$ cat src/rtl/fifo_pkg.sv
// Shared helpers for the single-clock FIFO.
package fifo_pkg;

  // Occupancy after one cycle, given the effective (already qualified) write and read.
  function automatic int unsigned fifo_next_count(int unsigned count, logic wr_en, logic rd_en);
    if (wr_en && !rd_en) begin
      return count + 1;
    end
    if (rd_en && !wr_en) begin
      return count - 1;
    end
    return count;
  endfunction

endpackage

$ cat src/rtl/fifo_ram.sv
// Simple dual-port storage with a registered read port and a write-to-read bypass.
module fifo_ram #(
  parameter int unsigned DWIDTH = 8,
  parameter int unsigned AWIDTH = 4
) (
  input  logic              clk_i,
  input  logic              srst_ni,
  input  logic              wr_en_i,
  input  logic [AWIDTH-1:0] wr_addr_i,
  input  logic [DWIDTH-1:0] wr_data_i,
  input  logic              rd_en_i,
  input  logic [AWIDTH-1:0] rd_addr_i,
  output logic [DWIDTH-1:0] rd_data_o
);

  localparam int unsigned DEPTH = 2**AWIDTH;

  logic [DWIDTH-1:0] r_mem [DEPTH];
  logic [DWIDTH-1:0] r_rd_data;

  always_ff @(posedge clk_i) begin
    if (wr_en_i) begin
      r_mem[wr_addr_i] <= wr_data_i;
    end
  end

  // A word written this edge to the address being read is forwarded, so a write into an
  // empty FIFO is visible on the output right after the same edge.
  always_ff @(posedge clk_i) begin
    if (!srst_ni) begin
      r_rd_data <= '0;
    end else if (rd_en_i) begin
      if (wr_en_i && (wr_addr_i == rd_addr_i)) begin
        r_rd_data <= wr_data_i;
      end else begin
        r_rd_data <= r_mem[rd_addr_i];
      end
    end
  end

  assign rd_data_o = r_rd_data;

endmodule

$ cat src/rtl/sync_fifo.sv
// Single-clock FIFO with show-ahead output, occupancy count and threshold flags.
module sync_fifo
  import fifo_pkg::*;
#(
  parameter int unsigned DWIDTH             = 8,
  parameter int unsigned AWIDTH             = 4,
  parameter int unsigned ALMOST_FULL_VALUE  = 12,
  parameter int unsigned ALMOST_EMPTY_VALUE = 4,
  parameter int unsigned SHOWAHEAD          = 1,
  parameter int unsigned REGISTER_OUTPUT    = 0
) (
  input  logic              clk_i,
  input  logic              srst_ni,
  input  logic [DWIDTH-1:0] data_i,
  input  logic              wrreq_i,
  input  logic              rdreq_i,
  output logic [DWIDTH-1:0] q_o,
  output logic [AWIDTH:0]   usedw_o,
  output logic              empty_o,
  output logic              full_o,
  output logic              almost_full_o,
  output logic              almost_empty_o
);

  localparam int unsigned DEPTH = 2**AWIDTH;

  logic [AWIDTH-1:0] r_wr_ptr, r_rd_ptr;
  logic [AWIDTH-1:0] w_wr_ptr_next, w_rd_ptr_next;
  logic [AWIDTH:0]   r_usedw, w_usedw_next;
  logic              w_wr_en, w_rd_en;
  logic              w_ram_wr_en, w_ram_rd_en;
  logic [AWIDTH-1:0] w_ram_rd_addr;
  logic [DWIDTH-1:0] w_ram_q;

  assign w_wr_en       = wrreq_i & ~full_o;
  assign w_rd_en       = rdreq_i & ~empty_o;
  assign w_wr_ptr_next = w_wr_en ? r_wr_ptr + AWIDTH'(1) : r_wr_ptr;
  assign w_rd_ptr_next = w_rd_en ? r_rd_ptr + AWIDTH'(1) : r_rd_ptr;
  assign w_usedw_next  = (AWIDTH+1)'(fifo_next_count(32'(r_usedw), w_wr_en, w_rd_en));

  always_ff @(posedge clk_i) begin
    if (!srst_ni) begin
      r_wr_ptr <= '0;
      r_rd_ptr <= '0;
      r_usedw  <= '0;
    end else begin
      r_wr_ptr <= w_wr_ptr_next;
      r_rd_ptr <= w_rd_ptr_next;
      r_usedw  <= w_usedw_next;
    end
  end

  // Show-ahead prefetches the head for the next cycle and holds when the FIFO goes empty;
  // normal mode fetches the popped word on the read edge.
  assign w_ram_wr_en   = w_wr_en & srst_ni;
  assign w_ram_rd_addr = (SHOWAHEAD != 0) ? w_rd_ptr_next : r_rd_ptr;
  assign w_ram_rd_en   = (SHOWAHEAD != 0) ? (w_usedw_next != '0) : w_rd_en;

  fifo_ram #(
    .DWIDTH (DWIDTH),
    .AWIDTH (AWIDTH)
  ) u_ram (
    .clk_i     (clk_i),
    .srst_ni   (srst_ni),
    .wr_en_i   (w_ram_wr_en),
    .wr_addr_i (r_wr_ptr),
    .wr_data_i (data_i),
    .rd_en_i   (w_ram_rd_en),
    .rd_addr_i (w_ram_rd_addr),
    .rd_data_o (w_ram_q)
  );

  generate
    if (REGISTER_OUTPUT != 0) begin : g_out_reg
      logic [DWIDTH-1:0] r_q;
      always_ff @(posedge clk_i) begin
        if (!srst_ni) begin
          r_q <= '0;
        end else begin
          r_q <= w_ram_q;
        end
      end
      assign q_o = r_q;
    end else begin : g_out_direct
      assign q_o = w_ram_q;
    end
  endgenerate

  assign usedw_o        = r_usedw;
  assign empty_o        = (r_usedw == '0);
  assign full_o         = (32'(r_usedw) == DEPTH);
  assign almost_full_o  = (32'(r_usedw) >= ALMOST_FULL_VALUE);
  assign almost_empty_o = (32'(r_usedw) < ALMOST_EMPTY_VALUE);

endmodule

$ cat config.mk
export PLATFORM = sky130hd
export DESIGN_NAME = sync_fifo
export DESIGN_NICKNAME = d
export VERILOG_FILES = /design/src/rtl/fifo_pkg.sv /design/src/rtl/fifo_ram.sv /design/src/rtl/sync_fifo.sv
export SDC_FILE = /design/constraint.sdc
export NUM_CORES = 1
export LEC_CHECK = 0
export CORE_MARGIN = 3
export CORE_UTILIZATION = 30
export CTS_BUF_LIST = sky130_fd_sc_hd__clkbuf_8
export DETAILED_ROUTE_END_ITERATION = 6
export SETUP_SLACK_MARGIN = 0.05
export SLEW_MARGIN = 20
export SYNTH_ARGS = -nofsm -noshare
export SYNTH_HDL_FRONTEND = slang
export SYNTH_HIERARCHICAL = 1
export SYNTH_SLANG_ARGS = --single-unit
$ cat constraint.sdc
create_clock -name clk_i -period 2.7 [get_ports clk_i]
set_input_delay 0.27 -clock clk_i [delete_from_list [all_inputs] [get_ports clk_i]]
set_output_delay 0.27 -clock clk_i [all_outputs]
set_load 0.02 [all_outputs]
# Yosys cells after proc, flatten, opt, wreduce, memory -nomap -nowiden
# Memory sizes are Yosys's and may differ from the RTL's. A register that Yosys moved wholly into a read port is not among the register bits.
# Cells that the tools add are included.
dict set report classes {
  addsub 4
  order_cmp 2
  eq_ne 1
  muxes 10
  bitwise_logic 5
  reduce_logical 7
}
# operator count
set ops {}
lappend ops {{$mux 5} 4}
lappend ops {{$add 4x1->4 const B} 2}
lappend ops {{$add 5x1->5 const B} 1}
lappend ops {{$eq 5x5->1 const B} 1}
lappend ops {{$ge 5x4->1 const B} 1}
lappend ops {{$logic_not 5->1} 1}
lappend ops {{$lt 5x3->1 const B} 1}
lappend ops {{$mux 1} 5}
lappend ops {{$reduce_bool 5->1} 1}
lappend ops {{$sub 5x1->5 const B} 1}
lappend ops {{$mux 4} 1}
lappend ops {{$and 1x1->1} 3}
lappend ops {{$logic_not 1->1} 3}
lappend ops {{$logic_and 1x1->1} 2}
lappend ops {{$not 1->1} 2}
dict set report totals {
  ff_bits 13
  mem_bits_rw 128
  in_bits 12
  n_memories 1
}
# memory depth word_bits read_ports rd_clocked_by_memory_dff write_ports line_no
set mem_list {}
lappend mem_list {u_ram.r_mem 16 8 1 1 1 fifo_ram.sv:18} ;# logic [DWIDTH-1:0] r_mem [DEPTH];

# Logic depth before layout (Yosys ltp)
# Gate-level depths: netlist of run 1.
dict set report logic_depth {
  depth_word 10
  mapped_depth 14
  depth_no_buf 10
}

# Modules after synthesis
# Netlist of run 1, hierarchy kept.
# mod instances cells_per_inst area_per_inst_um2 seq_area_each_um2
set by_module_without_submodules {}
lappend by_module_without_submodules {fifo_ram 1 292 5516.5 4003.8}
lappend by_module_without_submodules {sync_fifo 1 99 842.1 260.2}

# Least setup slack after synthesis of run 1
# No wires, ideal clock.
dict set report synth_path {
  path_type {register to register}
  startpoint {register r_usedw[0] (netlist: usedw_o[0])}
  endpoint {memory u_ram.r_mem[0][0] (enable)}
  setup_ps 383
  arrival_ps 2544
  slack_ps -227
  path_stages_with_launch 8
  path_buffers 0
  path_cell_list {dfxtp_1 -> inv_1 -> ha_1 -> nand4bb_1 -> nand2_1 -> nor2_1 -> or3b_2 -> nor3_1}
}
dict set report synth_between {
  elab_chain_cells 6
}
# element line_no
set synth_rtl {}
lappend synth_rtl {{start: declaration} sync_fifo.sv:29} ;# logic [AWIDTH:0] r_usedw, w_usedw_next;
lappend synth_rtl {{start signal: assignment} sync_fifo.sv:49} ;# r_usedw <= w_usedw_next;
lappend synth_rtl {{$eq 5x5->1} sync_fifo.sv:91} ;# assign full_o = (32'(r_usedw) == DEPTH);
lappend synth_rtl {{$not 1->1} sync_fifo.sv:35} ;# assign w_wr_en = wrreq_i & ~full_o;
lappend synth_rtl {{$and 1x1->1} sync_fifo.sv:35}
lappend synth_rtl {{$and 1x1->1} sync_fifo.sv:55} ;# assign w_ram_wr_en = w_wr_en & srst_ni;
lappend synth_rtl {{net w_ram_wr_en} sync_fifo.sv:31} ;# logic w_ram_wr_en, w_ram_rd_en;
lappend synth_rtl {{$mux 1} fifo_ram.sv:22} ;# if (wr_en_i) begin
lappend synth_rtl {{$mux 1 (not written as such)} fifo_ram.sv:23} ;# r_mem[wr_addr_i] <= wr_data_i;
lappend synth_rtl {{end: declaration} fifo_ram.sv:18}
# The timed path passes the listed nets, and every way through them passes these cells.

# Worst setup path in the final report of run 1
dict set report layout_path {
  startpoint {register r_usedw[1] (netlist: usedw_o[1])}
  endpoint {register u_ram.r_rd_data[7] (netlist: u_ram/rd_data_o[7]), read port of u_ram.r_mem}
}
# element line_no
set layout_lines {}
lappend layout_lines {{$logic_not 5->1} sync_fifo.sv:90} ;# assign empty_o = (r_usedw == '0);
lappend layout_lines {{$not 1->1} sync_fifo.sv:36} ;# assign w_rd_en = rdreq_i & ~empty_o;
lappend layout_lines {{$and 1x1->1} sync_fifo.sv:36}
lappend layout_lines {{$mux 4} sync_fifo.sv:38} ;# assign w_rd_ptr_next = w_rd_en ? r_rd_ptr + AWIDTH'(1) : r_rd_ptr;
lappend layout_lines {{net w_ram_rd_addr[0]} sync_fifo.sv:32} ;# logic [AWIDTH-1:0] w_ram_rd_addr;
lappend layout_lines {{end: declaration} fifo_ram.sv:19} ;# logic [DWIDTH-1:0] r_rd_data;
# The timed path passes the listed nets, and every way through them passes these cells. The select of a mux whose other input is x is not followed.
# A chain may end at the register's enable or synchronous reset.

==> results.py, run 1 <==
metrics = {
    "power_and_ir_drop": {
        "power.total_w": 0.00821,
        "ir_drop_uv": 391,
        "leakage_nw": 2.70,
        "power.density_nw_per_um2": 1030,
    },
    "timing": {
        "fmax_mhz": 375,
        "rsz0062_at_grt": "yes",
        "maxSlewHeadroom": 0.539,
        "setup_viol_count_final": 0,
        "hold_viol_final": 0,
        "clock_skew_ns": 0.00711,
        "fin_crit_ns": 2.67,
        "fin_crit_sh": 0.988,
        "drv_slew": 0,
        "worst_pin_slew_ns": 0.689,
    },
    "synthesis": {
        "yosysWarnings": 6,
        "ys_seq_area_frac": 0.671,
        "synthTopCellsByArea": "edfxtp_1 60%, dfxtp_1 6.6%, mux4_1 6.6%",
        "synth.top_cell.area_share": 0.604,
        "ys_seq_elements": 149,
        "yosysMostFrequentCell": "edfxtp_1",
        "yosysTopAreaCell": "edfxtp_1",
        "syn_avg_cell_area_sq_um": 16.3,
        "syn-instance-count": 391,
        "syn_area_sq_um": 6360,
        "synthArstFlopShare": 0,
        "synth_edf_count": 128,
        "yosys_most_used_dff": "edfxtp_1",
        "synth_cell_type_count": 54,
        "synth_commonest_cells": "128 x edfxtp_1, 22 x nor2_1, 21 x dfxtp_1",
        "syn_nets": 408,
    },
    "layout": {
        "nets": 499,
        "post-route-cell-area_sq_um": 7950,
        "finish.utilization": 0.387,
        "register_area_sq_um": 4270,
        "antennaDiodeCount": 0,
        "drive_above_1_share": 0.327,
        "multiInputGateArea_sq_um": 1990,
        "syn2layout_area_growth_pct": 25.0,
        "nFillCells": 1940,
    },
    "critical_path": {
        "ff2ff_path_depth": 10,
        "crit_required_ns": 3.02,
        "r2r_setup_slack_ns": 0.03,
        "critPathArrivalTime_ns": 2.99,
        "path_cells": "inv_4 -> ha_4 -> or4b_4 -> nand2_4 -> xnor2_4 -> buf_12 -> mux4_2 -> mux2_4 -> nand2_2 -> a31oi_1",
        "crit_type": "flip-flop to flip-flop",
        "endpoint_kind": "flip-flop",
        "slowest_delay_ns": 0.51,
        "reg2reg_to": "u_ram/rd_data_o[7]$_SDFFE_PN0P_",
        "cp_max_fo": 6,
        "critPathLaunchType": "flip-flop",
        "slowest_stage": "mux4_2",
        "r2r-start": "usedw_o[1]$_SDFF_PN0_",
    },
    "clock_tree": {
        "cts.sinks": 149,
        "clockBufferDepth": 2,
        "h-tree-depth": 4,
        "path_clk_slew_ns": 0.08,
        "cts_made_buffers": 17,
        "clk_latency_ns": 0.44,
        "cts_root_buf": "clkbuf_8",
        "cts_tree": "done",
    },
    "detailed_routing": {
        "drc": 0,
        "dr.pass1.iters": 5,
        "ant_nets": 0,
        "via_count": 3739,
        "viasPerCell": 4.89,
        "drt_iter0_drc": 283,
        "wl_per_cell_microns": 19.0,
        "drt_wl_total_microns": 14600,
    },
    "grt": {
        "grt_pass1_wl_microns": 22000,
        "grtUsageTotal": 0.131,
        "grt_pass1_vias": 3890,
        "antenna_found_initial": 0,
        "grt_max_degree": 18,
        "gr-total-overflow": 0,
    },
    "job": {
        "drv_cap": 0,
    },
    "floorplanning": {
        "fp-row-count": 52,
        "ios": 29,
        "die_h_microns": 152,
        "die_area_sq_um": 23000,
        "fp.dieW_microns": 152,
        "initial_core_util": 0.309,
        "coreArea_sq_um": 20600,
    },
    "min_path": {
        "min_path_cells": 1,
        "worstHoldStart": "data_i[6]",
        "hold_end": "u_ram/r_mem[7][6]$_DFFE_PP_",
        "hold_path_class": "input pin to flip-flop",
    },
    "place": {
        "portBuffers": 28,
        "place_hpwl_microns": 9970,
        "place_congestion": 0.827,
        "placed_area_sq_um": 7370,
    },
    "outcome": {
        "outcome": "finished, final reports clean",
    },
}
[how the worst max path moves through the flow]
stage / slack [ns] / from / depth (start not counted) / to
after CTS: 0.007 / usedw_o[1]$_SDFF_PN0_ / 10 / u_ram/rd_data_o[6]$_SDFFE_PN0P_
after global placement: -0.05 / usedw_o[0]$_SDFF_PN0_ / 10 / u_ram/rd_data_o[6]$_SDFFE_PN0P_
final: 0.03 / usedw_o[1]$_SDFF_PN0_ / 10 / u_ram/rd_data_o[7]$_SDFFE_PN0P_
after floorplan: 0.002 / usedw_o[0]$_SDFF_PN0_ / 12 / u_ram/rd_data_o[1]$_SDFFE_PN0P_
after global routing: -0.04 / usedw_o[1]$_SDFF_PN0_ / 10 / u_ram/rd_data_o[6]$_SDFFE_PN0P_
after detailed placement: -0.08 / usedw_o[0]$_SDFF_PN0_ / 10 / u_ram/rd_data_o[6]$_SDFFE_PN0P_
[layout make-up]
| class | instances | area share |
|---|---|---|
| flip-flops and latches | 149 | 0.538 |
| multi-input cells | 205 | 0.250 |
| clock inverters | 15 | 0.0195 |
| repair buffers | 95 | 0.114 |
| clock buffers | 17 | 0.0294 |
| well taps | 270 | 0.0425 |
| inverters | 14 | 0.00724 |
[timing repair]
item / in CTS / in global routing
setup buffers: 3 / 2
endpoints found under the setup margin: 8 / 9
hold buffers: 0 / 0
endpoints found under the hold margin: 0 / 0
cloned: 1 / 1
resized for setup: 44 / 10
pin swaps: 9 / 4
[critical path, delay by kind of cell (launching register included)]
kind / cells / cell delay, ns
DFF: 1 / 0.36
xor gates and xnor gates: 1 / 0.24
AOI/OAI and AO/OA: 1 / 0.08
muxes: 2 / 0.80
adders and majority gates: 1 / 0.13
and+or+nand+nor: 3 / 0.67
buffers and inverters: 2 / 0.26
[per-stage QoR]
stage,TNS (ns),hold WS (ns),setup WS (ns),instances
6_report,0,0.582,0.0312,765
3_5_place_dp,-0.271,0.570,-0.0760,726
3_3_place_gp,-0.108,0.556,-0.0470,726
2_1_floorplan,0,0.369,0.00222,391
5_1_grt,-0.289,0.598,-0.0444,765
4_1_cts,0,0.565,0.00749,762
[per-layer routing]
| layer | GRT usage | part of all wire | vias to the layer above |
|---|---|---|---|
| met5 | 0 | 0 | - |
| met2 | 0.216 | 0.49 | 118 |
| met4 | 0.0418 | 0.014 | 0 |
| met3 | 0.0381 | 0.059 | 17 |
| li1 | - | - | 1717 |
| met1 | 0.167 | 0.44 | 1887 |
[logic make-up (layout without fill, tap and decap cells)]
kind of cell	after synthesis	in the layout	synth area share
DFF	149	149	0.671
buffers and inverters	37	141	0.0331
xor gates and xnor gates	12	12	0.0165
adders and majority gates	5	5	0.00984
AOI/OAI and AO/OA	57	57	0.0643
and+or+nand+nor	81	81	0.0689
muxes	50	50	0.137
[flip-flops by register name (all words and copies together), names as in the netlist]
name             cells
u_ram/rd_data_o      8
u_ram/r_mem        128
usedw_o              5
r_wr_ptr             4
r_rd_ptr             4
[cell usage in the layout, fill, tap and decap left out, types with 5 or more instances in the layout]
| cell type | instances |
|---|---|
| a31oi_1 | 9 |
| edfxtp_1 | 128 |
| mux2i_1 | 19 |
| nand2_1 | 9 |
| mux2_4 | 6 |
| a21oi_1 | 5 |
| clkdlybuf4s50_1 | 27 |
| mux4_2 | 24 |
| buf_4 | 56 |
| inv_1 | 10 |
| and2_1 | 6 |
| nand3_1 | 9 |
| clkbuf_8 | 17 |
| nor2_1 | 22 |
| dfxtp_1 | 19 |
| buf_12 | 5 |
| a41o_1 | 8 |
| o21ai_0 | 15 |
| nor3_1 | 7 |
[report_power, final]
group | switching (W) | internal, W | leakage, nW | total (W)
sequential | 0.000117 | 0.00265 | 1.33 | 0.00276
combinational | 0.00174 | 0.00205 | 1.18 | 0.00379
clock | 0.000827 | 0.000824 | 0.193 | 0.00165
total | 0.00269 | 0.00552 | 2.70 | 0.00821
No activity file was read; power rests on OpenSTA's default activity.
==> run 2: changes to the inputs <==
Settings changed: SKIP_LAST_GASP set to 1.
==> run 2 against run 1 <==
  * Sequential power hardly changed
  * Total power fell by 0.19%
  * Die area unchanged
  * Critical path depth rose by 3
  * Utilization decreased by 0.085 points
  * Clock power hardly changed
  * Flip-flop and latch count unchanged
  * Routed wire length grew 0.14%
  * Global-route usage unchanged
  * Critical path type unchanged
  * First-iteration DRC count shrank 11%
  * Via count down 0.45%
  * Worst setup slack got worse by 0.016 ns
==> results.py, run 2 (synthesis results as in run 1) <==
metrics = {
    "grt": {
        "grt_pass1_wl_microns": 22000,
        "grt_use_met3": 0.0381,
        "grt_pass1_vias": 3890,
        "grt_max_degree": 18,
        "met2_usage": 0.216,
        "gr-total-overflow": 0,
        "met1_usage": 0.167,
        "antenna_found_initial": 0,
        "top_usage_layer": "met2",
        "grtUsageTotal": 0.131,
    },
    "clock_tree": {
        "clockBufferDepth": 2,
        "cts_root_buf": "clkbuf_8",
        "clk_latency_ns": 0.44,
        "cts_tree": "done",
        "cts_hold_buffers": 0,
        "cts_made_buffers": 17,
        "path_clk_slew_ns": 0.08,
        "h-tree-depth": 4,
        "cts.sinks": 149,
    },
    "timing": {
        "worst_hold_slack_ns": 0.577,
        "worst_slack_ns": 0.0157,
        "fmax_mhz": 373,
        "drv_slew": 0,
        "setup_viol_count_final": 0,
        "fin_crit_sh": 0.994,
        "hold_viol_final": 0,
        "maxSlewHeadroom": 0.532,
        "fin_crit_ns": 2.68,
        "rsz0062_at_grt": "yes",
        "worst_pin_slew_ns": 0.700,
        "clock_skew_ns": 0.00807,
    },
    "layout": {
        "registers.top_by_ff_count": "u_ram/r_mem",
        "antennaDiodeCount": 0,
        "final_cell_mix": "128 x edfxtp_1, 56 x buf_4, 27 x clkdlybuf4s50_1",
        "syn2layout_area_growth_pct": 24.7,
        "nets": 499,
        "largest_reg_flops": 128,
        "final_common_cell": "edfxtp_1",
        "drive_above_1_share": 0.325,
        "nFillCells": 1943,
    },
    "critical_path": {
        "slowest_stage": "or4b_4",
        "path_cells": "inv_4 -> ha_4 -> or4b_4 -> nand2_4 -> nor2_1 -> xor2_4 -> buf_4 -> clkbuf_16 -> buf_4 -> mux2i_1 -> a2bb2oi_1 -> nand3_1 -> a31oi_1",
        "cp_common_cell": "buf_4",
        "crit_type": "flip-flop to flip-flop",
        "crit_required_ns": 3.06,
        "critPathLaunchType": "flip-flop",
        "path_buf_inv": 4,
        "cp_max_fo": 7,
        "critPathArrivalTime_ns": 3.05,
        "slowest_delay_ns": 0.48,
        "endpoint_kind": "flip-flop",
        "cp_top_family": "simple AND/OR/NAND/NOR gates",
    },
    "place": {
        "place_congestion": 0.827,
        "place_hpwl_microns": 9970,
        "portBuffers": 28,
        "place_ws_ns": -0.0760,
    },
    "outcome": {
        "outcome": "finished, final reports clean",
    },
    "floorplanning": {
        "ios": 29,
        "coreArea_sq_um": 20600,
        "fp.dieW_microns": 152,
        "fp-row-count": 52,
        "die_area_sq_um": 23000,
        "initial_core_util": 0.309,
        "die_h_microns": 152,
    },
    "detailed_routing": {
        "drt_iter0_drc": 252,
        "wl_per_cell_microns": 19.0,
        "dr.pass1.iters": 5,
        "via_count": 3722,
        "viasPerCell": 4.87,
        "drt_wl_total_microns": 14600,
        "ant_nets": 0,
        "drc": 0,
    },
    "min_path": {
        "hold_path_class": "input pin to flip-flop",
    },
    "power_and_ir_drop": {
        "ir_drop_uv": 388,
        "leakage_nw": 2.70,
        "power.total_w": 0.00819,
        "power.density_nw_per_um2": 1030,
    },
    "job": {
        "drv_cap": 0,
    },
}
-- run 2: repair_timing --
action | in CTS | in global routing
pin swaps | 9 | 3
cloned | 1 | 1
setup buffers | 3 | 2
resized for setup | 44 | 8
hold endpoints to repair | 0 | 0
setup endpoints to repair | 8 | 9
-- run 2: per-layer routing --
metal,share of wire,vias to the layer above
met2,0.49,96
li1,-,1719
met5,0,-
met4,0.017,0
met3,0.055,18
met1,0.44,1889
-- run 2: final cells by class --
type	count	area, sq um	area share
multi-input combinational	205	1970	0.248
inverter	14	57.6	0.00726
timing repair buffer	95	905	0.114
clock inverter	15	155	0.0196
clock buffer	17	234	0.0295
tap	270	338	0.0426
sequential	149	4270	0.539
-- run 2: worst reg2reg max path: stages (launching register included) --
cell and delay, ns:
dfxtp_4 0.36, inv_4 0.06, ha_4 0.14, or4b_4 0.48, nand2_4 0.12, nor2_1 0.10, xor2_4 0.18, buf_4 0.18
clkbuf_16 0.16, buf_4 0.16, mux2i_1 0.13, a2bb2oi_1 0.18, nand3_1 0.15, a31oi_1 0.22
-- run 2: final timing paths --
kind                                 start                         endpoint  slack [ns]  cells after the start
hold reg to reg   r_wr_ptr[3]$_SDFFE_PN0P_         r_wr_ptr[3]$_SDFFE_PN0P_        0.60                      2
setup / recovery     usedw_o[1]$_SDFF_PN0_  u_ram/rd_data_o[4]$_SDFFE_PN0P_        0.02                     13
setup reg to reg     usedw_o[1]$_SDFF_PN0_  u_ram/rd_data_o[4]$_SDFFE_PN0P_        0.02                     13
hold / removal                   data_i[6]      u_ram/r_mem[7][6]$_DFFE_PP_        0.58                      1
-- run 2: per-stage QoR --
stage               utilization  std cells  TNS (ns)  cell area (sq um)
floorplan                     -        391         0               6400
global placement          0.359        726    -0.108               7370
detailed placement        0.359        726    -0.271               7370
CTS                       0.383        762         0               7870
global route              0.386        765    -0.315               7930
finish                    0.386        765         0               7930
-- run 2: where the power goes --
group	switching [W]	internal (W)
Combinational	0.00173	0.00204
Sequential	0.000118	0.00265
Clock	0.000826	0.000824
==> patch 1: new RTL, config.mk and constraints of run 1 <==
`DWIDTH` is set to 8 in 2 places; all go to 6.
--- a/src/rtl/fifo_ram.sv
+++ b/src/rtl/fifo_ram.sv
@@ -1,6 +1,6 @@
 // Simple dual-port storage with a registered read port and a write-to-read bypass.
 module fifo_ram #(
-  parameter int unsigned DWIDTH = 8,
+  parameter int unsigned DWIDTH = 6,
   parameter int unsigned AWIDTH = 4
 ) (
   input  logic              clk_i,
--- a/src/rtl/sync_fifo.sv
+++ b/src/rtl/sync_fifo.sv
@@ -2,7 +2,7 @@
 module sync_fifo
   import fifo_pkg::*;
 #(
-  parameter int unsigned DWIDTH             = 8,
+  parameter int unsigned DWIDTH             = 6,
   parameter int unsigned AWIDTH             = 4,
   parameter int unsigned ALMOST_FULL_VALUE  = 12,
   parameter int unsigned ALMOST_EMPTY_VALUE = 4,
Ports: changed (resized data_i and q_o); port bits go from 29 to 25. The function was not compared with the original's and may differ.
==> patch 1 against run 1 <==
Via count shrank 16%; wire length shrank 22%; worst setup slack gained 32 ps; synthesized area shrank 21%; non-clock buffer count shrank 12; cell area shrank 20%; highest routed layer unchanged; global-route usage is essentially flat; power shrank 17%; fmax grew 1.2%; worst hold slack lost 6.0 ps; final cell count shrank 16%; critical endpoint is now u_ram/rd_data_o[1]; sequential cell count shrank 34; critical path depth grew 1.
==> patch 1: results (changes against run 1) <==
[drt]
dr.pass1.iters=4  ; -1
drt_wl_total_um=11300  ; -22%

[global_route]
grt_pass1_vias=3252  ; -16%
grt_use_total=0.1312  ; +0.0002158
grt_pass1_wl_um=18070  ; -18%

[place]
globalplace.congestion=0.8447  ; +2.2%
hpwl_um=7787  ; -22%
dpl.cell_count=602  ; -17%

[finish]
largest_reg_flops=96  ; -25%
fillers=1515  ; -22%
stdcell_count=639  ; -16%
seq_area_um2=3271  ; -23%
drive_gt1_frac=0.3073  ; -0.01994

[critical_path]
max_stage_delay_ps=540  ; +30 ps
crit_family=simple AND/OR/NAND/NOR gates
arrival_ps=2940  ; -50 ps

[synthesis]
avgSynthCellArea_um2=15.40  ; -5.3%
synth_edf_count=96  ; -25%
ys_types=53  ; -1.9%
yosysSeqAreaShare=0.6518  ; -0.01877
synthTopCellsByCount=96 x edfxtp_1, 22 x nor2_1, 19 x dfxtp_1
ys_top_cells_by_area=edfxtp_1 58%, dfxtp_1 7.6%, mux4_1 5.2%

[hold_path]
hold_class=reg -> reg

[sta]
fin_worst_skew_ps=13.63  ; +6.522 ps
tightest_slew_ps=695.7  ; +7.012 ps

[status]
status=finished, final reports clean

[clock_tree]
cts_buffers=17  ; unchanged
clkLatencyLatePin_ps=420  ; -20 ps

[power]
peakVddDrop_mv=0.5698  ; +46%
p_leak_nw=2.237  ; -17%

patch 1: changes by cell type after synthesis, moves of 2 or more:
| cell | change |
|---|---|
| a41o_1 | -2 |
| inv_1 | -2 |
| mux2_2 | -2 |
| dfxtp_1 | -2 |
| o21ai_0 | -4 |
| mux4_1 | -6 |
| a31oi_1 | -2 |
| a221oi_1 | -2 |
| nand2_1 | -2 |
| edfxtp_1 | -32 |
| buf_2 | -6 |
| mux2i_1 | -4 |
patch 1: cells by family (layout without fill, tap and decap cells):
group,after synthesis,after routing,synth area share
DFF,115,115,0.6518
and+or+nand+nor,79,79,0.08448
AOI/OAI and AO/OA,47,47,0.06699
muxes,38,38,0.1297
buffers and inverters,29,127,0.03349
xor gates and xnor gates,12,12,0.02099
adders and majority gates,5,5,0.01250
patch 1: final cells by class:
cell class,count,area share
Sequential cell,115,0.5113
Multi-Input combinational cell,181,0.2574
Timing Repair Buffer,83,0.1183
Tap cell,216,0.04225
Clock buffer,17,0.03658
Clock inverter,15,0.02621
Inverter,12,0.007825
patch 1: per-layer routing:
| metal | GRT usage | up-vias | share of wire |
|---|---|---|---|
| met5 | 0 | - | 0 |
| li1 | - | 1440 | - |
| met1 | 0.1808 | 1599 | 0.48 |
| met2 | 0.2016 | 91 | 0.47 |
| met4 | 0.03807 | 0 | 0.0096 |
| met3 | 0.04012 | 10 | 0.046 |
patch 1: final timing paths:
path	slack, ps	to	from	cells after the start
max	60	u_ram/rd_data_o[1]	usedw_o[1]	11
min	580	r_wr_ptr[3]	r_wr_ptr[3]	2
max reg2reg	60	u_ram/rd_data_o[1]	usedw_o[1]	11
min reg2reg	580	r_wr_ptr[3]	r_wr_ptr[3]	2
patch 1: worst reg2reg max path, stage by stage, from the launching register on:
cell and delay (ps):
dfxtp_4 350, inv_4 60, ha_4 140, or4b_4 480, nand2_4 130, xnor2_4 170, clkbuf_16 220, buf_6 110
mux4_2 540, a2bb2oi_1 150, nand3_1 80, a31oi_1 90
patch 1: power by group:
group	internal [mW]	total [mW]	switching, mW
clock	0.905	1.61	0.706
sequential	2.05	2.15	0.0968
combinational	1.60	3.03	1.42
patch 1: timing repair:
action                                  4_1_cts  5_1_grt
resized for setup                             8       25
endpoints found under the setup margin        4        7
gates cloned                                  1        0
buffers inserted                              2        2
pin swaps                                     2        6
==> patch 2: new RTL, config.mk and constraints of run 1 <==
Made on the original files. Make the reset (`srst_ni`) asynchronous in 3 clocked blocks.
--- a/src/rtl/fifo_ram.sv
+++ b/src/rtl/fifo_ram.sv
@@ -26,7 +26,7 @@
 
   // A word written this edge to the address being read is forwarded, so a write into an
   // empty FIFO is visible on the output right after the same edge.
-  always_ff @(posedge clk_i) begin
+  always_ff @(posedge clk_i or negedge srst_ni) begin
     if (!srst_ni) begin
       r_rd_data <= '0;
     end else if (rd_en_i) begin
--- a/src/rtl/sync_fifo.sv
+++ b/src/rtl/sync_fifo.sv
@@ -38,7 +38,7 @@
   assign w_rd_ptr_next = w_rd_en ? r_rd_ptr + AWIDTH'(1) : r_rd_ptr;
   assign w_usedw_next  = (AWIDTH+1)'(fifo_next_count(32'(r_usedw), w_wr_en, w_rd_en));
 
-  always_ff @(posedge clk_i) begin
+  always_ff @(posedge clk_i or negedge srst_ni) begin
     if (!srst_ni) begin
       r_wr_ptr <= '0;
       r_rd_ptr <= '0;
@@ -73,7 +73,7 @@
   generate
     if (REGISTER_OUTPUT != 0) begin : g_out_reg
       logic [DWIDTH-1:0] r_q;
-      always_ff @(posedge clk_i) begin
+      always_ff @(posedge clk_i or negedge srst_ni) begin
         if (!srst_ni) begin
           r_q <= '0;
         end else begin
Check against the original RTL: differs if srst_ni is asserted again (counterexample within 4 cycles, from zero or initial values and one cycle with srst_ni low); with srst_ni held inactive, the same outputs for 4 cycles.
==> patch 2 against run 1 <==
The flow now finishes with violations (negative setup slack); critical endpoint is now u_ram/rd_data_o[6]; via count decreased by 7.7%; wire length fell by 6.9%; power is 7.9% higher; global-route usage down 0.43 points; sequential share of layout area rose by 2.5 points; die area shrank 1.9%; worst setup slack worse by 400 ps; synthesized area shrank 2.0%; critical path type unchanged; cell area down 2.2%; synthesized cell count fell by 13%; sequential cell count unchanged.
==> patch 2: results (changes against run 1) <==
[status]
status=complete, but fails checks
violations=negative setup slack

[sta]
setup_viol=8  ; +8
tightest_slew_ps=694.9  ; +6.253 ps
timing.hold.ws_ps=280.3  ; -301.7 ps
finalSetupTns_ps=-2665  ; -2665 ps
setup_ws_ps=-371.9  ; -403.1 ps

[place]
dpl.cell_count=682  ; -6.1%
placedInstanceArea_um2=7193  ; -2.5%
globalplace.congestion=0.7901  ; -4.4%
hpwl_um=9033  ; -9.4%

[finish]
multi_input_cells=167  ; -19%
inverters=7  ; -7
stdcell_count=721  ; -5.8%
drive_gt1_frac=0.3592  ; +0.03193
multiInputGateArea_um2=1760  ; -11%
sh_seq_area=0.5626  ; +0.02500
clock_area_frac=0.04830  ; -0.0006672

[drt]
drtIter0Drc=206  ; -27%
drt_wl_total_um=13540  ; -6.9%
dr.pass1.iters=4  ; -1

[global_route]
grt_use_total=0.1267  ; -0.004272
grt_max_degree=22  ; +4
grt_pass1_vias=3539  ; -9.0%
grt_pass1_wl_um=21200  ; -3.9%

[synthesis]
synth_cells=342  ; -13%
synth-async-reset-ratio=0.1409  ; +0.1409
syn-num-nets=359  ; -12%
ys_top_cells_by_area=edfxtp_1 62%, dfrtp_1 8.4%, mux4_2 7.2%

[critical_path]
crit_family=simple AND/OR/NAND/NOR gates
cp_max_fo=5  ; -1
crit_path_start=usedw_o[1]

[clock_tree]
cts_setup_buffers=4  ; +1

[patch 2: cell types whose count changed in the layout (fill, tap and decap cells not counted), moves of 7 or more]
cell,change
o21ai_0,-12
a221o_1,+7
a22oi_1,+9
dfrtp_1,+19
mux4_2,+8
mux2i_1,-18
nor2b_1,+8
a22oi_2,+8
dfxtp_1,-19
a41o_1,-8
[patch 2: through the flow]
step | setup slack [ps] | util
after CTS | -383.1 | 0.3826
final | -371.9 | 0.3828
after global placement | -351.1 | 0.3544
after global routing | -472.7 | 0.3828
after detailed placement | -393.8 | 0.3544
after floorplan | -342.6 | -
[patch 2: where the power goes]
part           total, mW  internal (mW)  leakage (nW)  switching (mW)
combinational       4.23           2.28          1.09            1.96
sequential          3.00           2.79          1.40           0.214
clock               1.62          0.807         0.182           0.817
[patch 2: metal layers]
| metal | part of all wire | track usage | up-vias |
|---|---|---|---|
| li1 | - | - | 1561 |
| met1 | 0.46 | 0.1795 | 1778 |
| met2 | 0.48 | 0.1991 | 100 |
| met3 | 0.049 | 0.02890 | 12 |
| met4 | 0.0094 | 0.03202 | 0 |
| met5 | 0 | 0 | - |
[patch 2: worst register-to-register path: stages (launching register included)]
cell     delay, ps
dfrtp_2        410
inv_2           80
ha_4           130
or4b_4         450
and2_4         180
buf_6          120
nand4_1        150
xnor2_4        190
buf_12         170
buf_16         120
mux4_2         290
a22oi_2        130
buf_4          140
nand2_2         50
a221o_1        360
[patch 2: logic make-up (layout without fill, tap and decap cells)]
group | count (synthesis) | in the layout | share of synthesized area
adders and majority gates | 5 | 5 | 0.01004
AOI/OAI and AO/OA | 41 | 41 | 0.05202
xor gates and xnor gates | 14 | 14 | 0.01968
DFF | 149 | 149 | 0.7013
muxes | 35 | 35 | 0.1281
and+or+nand+nor | 72 | 72 | 0.06146
buffers and inverters | 26 | 135 | 0.02731
